===== config.mk =====
export PLATFORM = sky130hd
export DESIGN_NAME = prog_counter
export DESIGN_NICKNAME = d
export VERILOG_FILES = /design/src/rtl/prog_counter.sv
export SDC_FILE = /design/constraint.sdc
export NUM_CORES = 1
export LEC_CHECK = 0
export CORE_MARGIN = 2
export CORE_UTILIZATION = 45
export DETAILED_ROUTE_END_ITERATION = 10
export PLACE_DENSITY = 0.76
export SKIP_CTS_REPAIR_TIMING = 1
export SYNTH_ARGS = -nofsm -noshare
export SYNTH_HDL_FRONTEND = slang
export SYNTH_SLANG_ARGS = --single-unit
export TNS_END_PERCENT = 30

===== constraint.sdc =====
create_clock -name Clk -period 2 [get_ports Clk]
set_input_delay 0.2 -clock Clk [delete_from_list [all_inputs] [get_ports Clk]]
set_output_delay 0.2 -clock Clk [all_outputs]
set_load 0.02 [all_outputs]

===== src/rtl/prog_counter.sv =====
// prog_counter: program counter and fetch sequencer with run/halt control.
// Optional return stack enabled by defining PC_CALL_STACK_EN.
module prog_counter #(
    parameter int PC_W  = 10,
    parameter int STK_D = 4
) (
    input  logic            Clk,
    input  logic            Reset,
    input  logic            Start,
    input  logic            Stall,
    input  logic            JumpEn,
    input  logic [5:0]      Jump,
    input  logic            Call,
    input  logic            Ret,
    input  logic            HaltReq,
    output logic [PC_W-1:0] ProgCtr,
    output logic            Running,
    output logic            Done,
    output logic            Err
);
    typedef enum logic [1:0] {IDLE, RUN, HALT} state_t;

    state_t          state_q, state_d;
    logic [PC_W-1:0] pc_q, pc_d;
    logic            running_q, running_d;
    logic            done_q, done_d;
    logic            err_q, err_d;
    logic            fault;
    logic            bad_tgt;
    logic [PC_W-1:0] jump_pc;

    assign bad_tgt = (Jump == 6'h3F);
    assign jump_pc = PC_W'(Jump);

`ifdef PC_CALL_STACK_EN
    localparam int SP_W = $clog2(STK_D + 1);
    localparam int IW   = (STK_D > 1) ? $clog2(STK_D) : 1;
    logic [SP_W-1:0] sp_q, sp_d;
    logic [PC_W-1:0] stk_q [STK_D];
    logic [PC_W-1:0] stk_d [STK_D];
`else
    localparam int unused_stk_d = STK_D;
    logic unused_ret;
    assign unused_ret = Ret;
`endif

    // Next-state, next-PC and stack update for one fetch cycle
    always_comb begin
        state_d = state_q;
        pc_d    = pc_q;
        done_d  = done_q;
        err_d   = err_q;
        fault   = 1'b0;
`ifdef PC_CALL_STACK_EN
        sp_d    = sp_q;
        stk_d   = stk_q;
`endif
        if (state_q != RUN) begin
            if (Start) begin
                state_d = RUN;
                pc_d    = '0;
                done_d  = 1'b0;
                err_d   = 1'b0;
`ifdef PC_CALL_STACK_EN
                sp_d    = '0;
`endif
            end
        end else if (!Stall) begin
            if (HaltReq) begin
                state_d = HALT;
                done_d  = 1'b1;
            end
`ifdef PC_CALL_STACK_EN
            else if (Ret) begin
                if (sp_q == '0) fault = 1'b1;
                else begin
                    pc_d = stk_q[IW'(sp_q - SP_W'(1))];
                    sp_d = sp_q - SP_W'(1);
                end
            end else if (Call) begin
                if (bad_tgt || sp_q == SP_W'(STK_D)) fault = 1'b1;
                else begin
                    stk_d[IW'(sp_q)] = pc_q + PC_W'(1);
                    sp_d = sp_q + SP_W'(1);
                    pc_d = jump_pc;
                end
            end else if (JumpEn) begin
                if (bad_tgt) fault = 1'b1;
                else pc_d = jump_pc;
            end
`else
            else if (Call || JumpEn) begin
                if (bad_tgt) fault = 1'b1;
                else pc_d = jump_pc;
            end
`endif
            else if (pc_q == '1) fault = 1'b1;
            else pc_d = pc_q + PC_W'(1);
            if (fault) begin
                state_d = HALT;
                err_d   = 1'b1;
            end
        end
        running_d = (state_d == RUN);
    end

    // Register all state and outputs; reset clears everything including the stack
    always_ff @(posedge Clk) begin
        if (!Reset) begin
            state_q   <= IDLE;
            pc_q      <= '0;
            running_q <= 1'b0;
            done_q    <= 1'b0;
            err_q     <= 1'b0;
`ifdef PC_CALL_STACK_EN
            sp_q      <= '0;
            stk_q     <= '{default: '0};
`endif
        end else begin
            state_q   <= state_d;
            pc_q      <= pc_d;
            running_q <= running_d;
            done_q    <= done_d;
            err_q     <= err_d;
`ifdef PC_CALL_STACK_EN
            sp_q      <= sp_d;
            stk_q     <= stk_d;
`endif
        end
    end

    assign ProgCtr = pc_q;
    assign Running = running_q;
    assign Done    = done_q;
    assign Err     = err_q;
endmodule

==> results of run 1 <==
synthesized netlist by cell type (all sizes together) (3+ instances only):
library cell / n
nand4: 4
nor2: 5
o21a: 3
inv: 3
o211ai: 3
nand2: 17
dfxtp: 15
buf: 4
o21ai: 8
o41ai: 3
a21boi: 3
nand3: 4
a21oi: 4
sequential cells by signal, summed over array words and instances (netlist names):
signal	flops
Running	1
Err	1
ProgCtr	10
Done	1
state_q	2
path summary, 6_finish.rpt:
check / slack (ns) / from / to / cells past startpoint
max: 0.16 / ProgCtr[0]$_SDFFE_PN0P_ / ProgCtr[5]$_SDFFE_PN0P_ / 6
min: 0.47 / Err$_SDFFE_PN0P_ / Err$_SDFFE_PN0P_ / 2
max reg2reg: 0.16 / ProgCtr[0]$_SDFFE_PN0P_ / ProgCtr[5]$_SDFFE_PN0P_ / 6
min reg2reg: 0.47 / Err$_SDFFE_PN0P_ / Err$_SDFFE_PN0P_ / 2
cell families after synthesis:
| group | after synthesis | share of synthesized area |
|---|---|---|
| fa+ha+maj | 1 | 0.01287 |
| flops | 15 | 0.3089 |
| compound gates | 39 | 0.2973 |
| xor+xnor | 2 | 0.01802 |
| mux | 1 | 0.01030 |
| buf+inv | 9 | 0.05405 |
| simple gates | 50 | 0.2986 |
worst min-delay path: stages, from the launching register on:
cell      delay [ns]
dfxtp_1         0.33
nand2_1         0.05
a21boi_1        0.05
power breakdown:
group / switching (mW) / total (mW) / internal [mW]
combinational: 0.0748 / 0.154 / 0.0789
clock: 0.105 / 0.179 / 0.0743
sequential: 0.0150 / 0.328 / 0.313
final cells by class:
cell class                 instances  area [um^2]
clock buffer                       3        22.52
clock inverter                     1        5.005
fill                             171        624.3
inverter                           3        11.26
multi-input combinational         93        619.3
sequential                        15        300.3
tap                               27        33.78
timing repair buffer              43        385.4
layer usage:
layer  part of all wire  vias up  track usage
met1               0.42      502       0.2899
li1                   -      529            -
met3              0.050        8      0.03274
met2               0.50       41       0.4364
met5                  0        -            0
met4              0.028        0       0.1036
==> reports/metrics.yaml, run 1 <==
cts:
  clkLatencyLatePin_ns: 0.29
  cts_made_buffers: 3
  htreeDepth: 1
  cts.sinks: 15
  cts-root-buf: "clkbuf_4"
  cts.clk_slew.worst_paths_ns: 0.10
  cts_tree: "yes"
  cts_buffer_depth: 2
critical_path:
  critPathTopFamily: "simple AND/OR/NAND/NOR gates"
  cp_data_required_time_ns: 2.19
  crit_arrival_ns: 2.03
  cpPeakStageDelay_ns: 0.41
  cp_max_fo: 12
  path_cells: "ha_1 -> nand4_1 -> nor4_4 -> buf_4 -> a2111oi_2 -> a221o_1"
  cpMaxStageDelayCell: "nor4_4"
  critPathBufInv: 1
  critical_path_class: "flop to flop"
  start_kind: "flop"
  end_kind: "flop"
layout:
  fin_cells: 185
  drive_gt1_frac: 0.1835
  final_nets: 174
  final_core_util: 0.6881
  mostFrequentLayoutCell: "clkdlybuf4s50_1"
  final_cell_area_mm2: 0.001378
  area_growth_pct: 41.70
  final_cell_mix: "clkdlybuf4s50_1 (25), buf_4 (18), nand2_1 (17), dfxtp_1 (15), o21ai_0 (6)"
  n_antenna_cell: 0
yosys:
  synth_top_cell_area_share: 0.3089
  yosys_warnings: 0
  avgSynthCellArea_um2: 8.309
  synthesis.area_um2: 972.2
  ys_ff_latch: 15
  ys_top_cells_by_area: "dfxtp_1 (31%), nand2_1 (6.6%), o21ai_0 (3.1%)"
  synth_top_cell_by_area: "dfxtp_1"
  syn_nets: 132
  synthesis.instances: 117
  synth-main-ff-cell: "dfxtp_1"
  synth_edf_count: 0
  async_reset_ff_frac: 0
  synth-seq-area-share: 0.3089
  yosysUniqueCellTypes: 47
worst_hold_path:
  hp-class: "flop to flop"
job:
  drv_cap: 0
sta:
  timing.final.ws_setup_ns: 0.1569
  fmax_ghz: 0.5426
  hold_viol: 0
  relSlewSlack: 0.6826
  setup_violations: 0
  period_share: 0.9216
  tightest_slew_ns: 0.4721
  slew_violations: 0
  fin_skew_ns: 0.007661
  rsz0062_at_grt: "false"
  holdWs_ns: 0.4661
  finalCriticalPeriod_ns: 1.843
  totalNegativeSetupSlack_ns: 0
floorplanning:
  die-area_mm2: 0.002548
  die_y_um: 50.48
  fp.coreArea_mm2: 0.002002
  dieWidth_um: 50.48
  std_cell_rows: 16
  io_pins: 27
  start_util: 0.4856
grt:
  grt_pass1_wl_mm: 4.857
  grt_pass1_vias: 1109
  grt_max_degree: 13
  grt_remaining_overflow: 0
  grtUsageTotal: 0.2442
  antenna_found_initial: 0
placement:
  dpl_worst_slack_ns: -0.04164
  dp_cells: 179
  gp_congestion: 0.8427
  placed_cell_area_mm2: 0.001335
  dp_hpwl_mm: 2.125
  portBuffers: 25
detailed_routing:
  dr_total_vias: 1080
  wl_per_cell_um: 15.13
  ant_nets: 0
  first_iter_violations: 23
  dr.pass1.iters: 4
  drcViolationCount: 0
  avgViaCountPerCell: 5.838
  wl_mm: 2.799
power:
  p_total_uw: 660.4
  leakage_nw: 0.5301
  ir_worst_vdd_v: 0.0003999
  cellPowerDensity_mw_per_mm2: 479.4
status:
  status: "finished, final reports clean"
Power figures use the tool's default switching activity.
==> inputs of run 2 (changes only) <==
--- a/config.mk
+++ b/config.mk
@@ -8,7 +8,8 @@
 export CORE_MARGIN = 2
 export CORE_UTILIZATION = 45
 export DETAILED_ROUTE_END_ITERATION = 10
-export PLACE_DENSITY = 0.76
+export MAX_ROUTING_LAYER = met4
+export PLACE_DENSITY = 0.73
 export SKIP_CTS_REPAIR_TIMING = 1
 export SYNTH_ARGS = -nofsm -noshare
 export SYNTH_HDL_FRONTEND = slang
==> run 2 against run 1 <==
Net effect:
- die area unchanged
- non-clock buffer count decreased by 3
- critical path depth is the same
- combinational power down 3%
- utilization fell by 1.2 points
- register-to-register slack is essentially flat
- global-route usage down 0.98 points
- via count shrank 1.8%
- clock skew fell by 0.0026 ns
- sequential power about the same
- clock power decreased by 3%
- sequential share of layout area grew 0.38 points
==> reports/metrics.yaml, run 2 (synthesis results as in run 1) <==
layout:
  mostFrequentLayoutCell: "clkdlybuf4s50_1"
  largest_register_ffs: 10
  area_growth_pct: 39.25
  final_cell_mix: "clkdlybuf4s50_1 (25), nand2_1 (17), dfxtp_1 (15), buf_4 (15), o21ai_0 (6)"
  drive_gt1_frac: 0.1613
  n_antenna_cell: 0
  final_core_util: 0.6763
  final_nets: 171
sta:
  slew_violations: 0
  setup_violations: 0
  period_share: 0.9192
  fin_skew_ns: 0.005017
  holdWs_ns: 0.4626
  fmax_ghz: 0.5440
  tightest_slew_ns: 0.4057
  rsz0062_at_grt: "false"
  hold_viol: 0
  totalNegativeSetupSlack_ns: 0
  relSlewSlack: 0.7272
  finalCriticalPeriod_ns: 1.838
floorplanning:
  start_util: 0.4856
  dieWidth_um: 50.48
  std_cell_rows: 16
  fp.coreArea_mm2: 0.002002
  die-area_mm2: 0.002548
  io_pins: 27
  die_y_um: 50.48
critical_path:
  end_kind: "flop"
  path_cells: "ha_1 -> nand4_1 -> nor4_4 -> buf_4 -> o41ai_1 -> a21o_1"
  crit_arrival_ns: 2.02
  start_kind: "flop"
  cp_data_required_time_ns: 2.19
  critical_path_class: "flop to flop"
  cpMaxStageDelayCell: "nor4_4"
  cp_max_fo: 11
  cpPeakStageDelay_ns: 0.47
grt:
  grt_remaining_overflow: 0
  grt_pass1_vias: 998
  grt_pass1_wl_mm: 4.491
  grtUsageTotal: 0.2344
  antenna_found_initial: 0
  grt_max_degree: 12
detailed_routing:
  routed-wl-met3_um: 131
  ant_nets: 0
  avgViaCountPerCell: 5.830
  first_iter_violations: 39
  drcViolationCount: 0
  wl_per_cell_um: 14.59
  wl_met2_mm: 1.284
  wl_met1_mm: 1.224
  highest_layer: "met4"
  dr.pass1.iters: 4
  wl_mm: 2.656
  dr_total_vias: 1061
cts:
  cts.clk_slew.worst_paths_ns: 0.09
  cts.sinks: 15
  cts_made_buffers: 3
  cts_tree: "yes"
  cts_buffer_depth: 2
  cts-root-buf: "clkbuf_4"
  htreeDepth: 1
  clkLatencyLatePin_ns: 0.28
placement:
  portBuffers: 25
  dp_hpwl_mm: 2.112
  gp_congestion: 0.8241
status:
  status: "finished, final reports clean"
power:
  cellPowerDensity_mw_per_mm2: 482.3
  p_total_uw: 653.0
  ir_worst_vdd_v: 0.0003921
  leakage_nw: 0.5128
worst_hold_path:
  hp-class: "flop to flop"
job:
  drv_cap: 0
==> run 2: cell types whose count changed in the layout (fill, tap and decap cells not counted), sizes merged <==
cell / change
buf: -3
clkinv: -1
clkbuf: +1
==> run 2: final timing paths <==
path | from | end | slack [ns] | cells past startpoint
setup / recovery | ProgCtr[0]$_SDFFE_PN0P_ | ProgCtr[6]$_SDFFE_PN0P_ | 0.16 | 6
hold / removal | Err$_SDFFE_PN0P_ | Err$_SDFFE_PN0P_ | 0.46 | 2
setup reg to reg | ProgCtr[0]$_SDFFE_PN0P_ | ProgCtr[6]$_SDFFE_PN0P_ | 0.16 | 6
hold reg to reg | Err$_SDFFE_PN0P_ | Err$_SDFFE_PN0P_ | 0.46 | 2
==> run 2: report_power, final <==
| part | internal (mW) | switching [mW] | total, mW |
|---|---|---|---|
| Combinational | 0.0772 | 0.0730 | 0.150 |
| Clock | 0.0773 | 0.0970 | 0.174 |
| Sequential | 0.313 | 0.0156 | 0.329 |
| Total | 0.467 | 0.186 | 0.653 |
==> run 2: through the flow <==
stage / worst slack, ns / area, um^2 / std cells
2_1_floorplan: 0.06098 / 972.2 / 117
3_3_place_gp: -0.00005373 / 1328 / 178
3_5_place_dp: -0.04129 / 1328 / 178
4_1_cts: 0.1476 / 1354 / 182
5_1_grt: 0.04173 / 1354 / 182
6_report: 0.1617 / 1354 / 182
==> run 2: area by class of cell <==
type	instances	area (um^2)
well taps	27	33.78
multi-input cells	93	619.3
fillers	187	648.1
clock buffers	4	26.28
inverters	3	11.26
flip-flops and latches	15	300.3
repair buffers	40	362.8
==> run 2: metal layers <==
metal	up-vias	global-route usage
met2	34	0.3969
met3	2	0.04167
li1	524	-
met5	-	-
met4	0	0.05856
met1	501	0.2894
==> run 2: worst max-delay path, delay by kind of cell (launching register included) <==
family / cells / cell delay, ns
adders and majority gates: 1 / 0.20
DFF: 1 / 0.35
buffers and inverters: 1 / 0.25
AOI/OAI and AO/OA: 2 / 0.25
and+or+nand+nor: 2 / 0.69
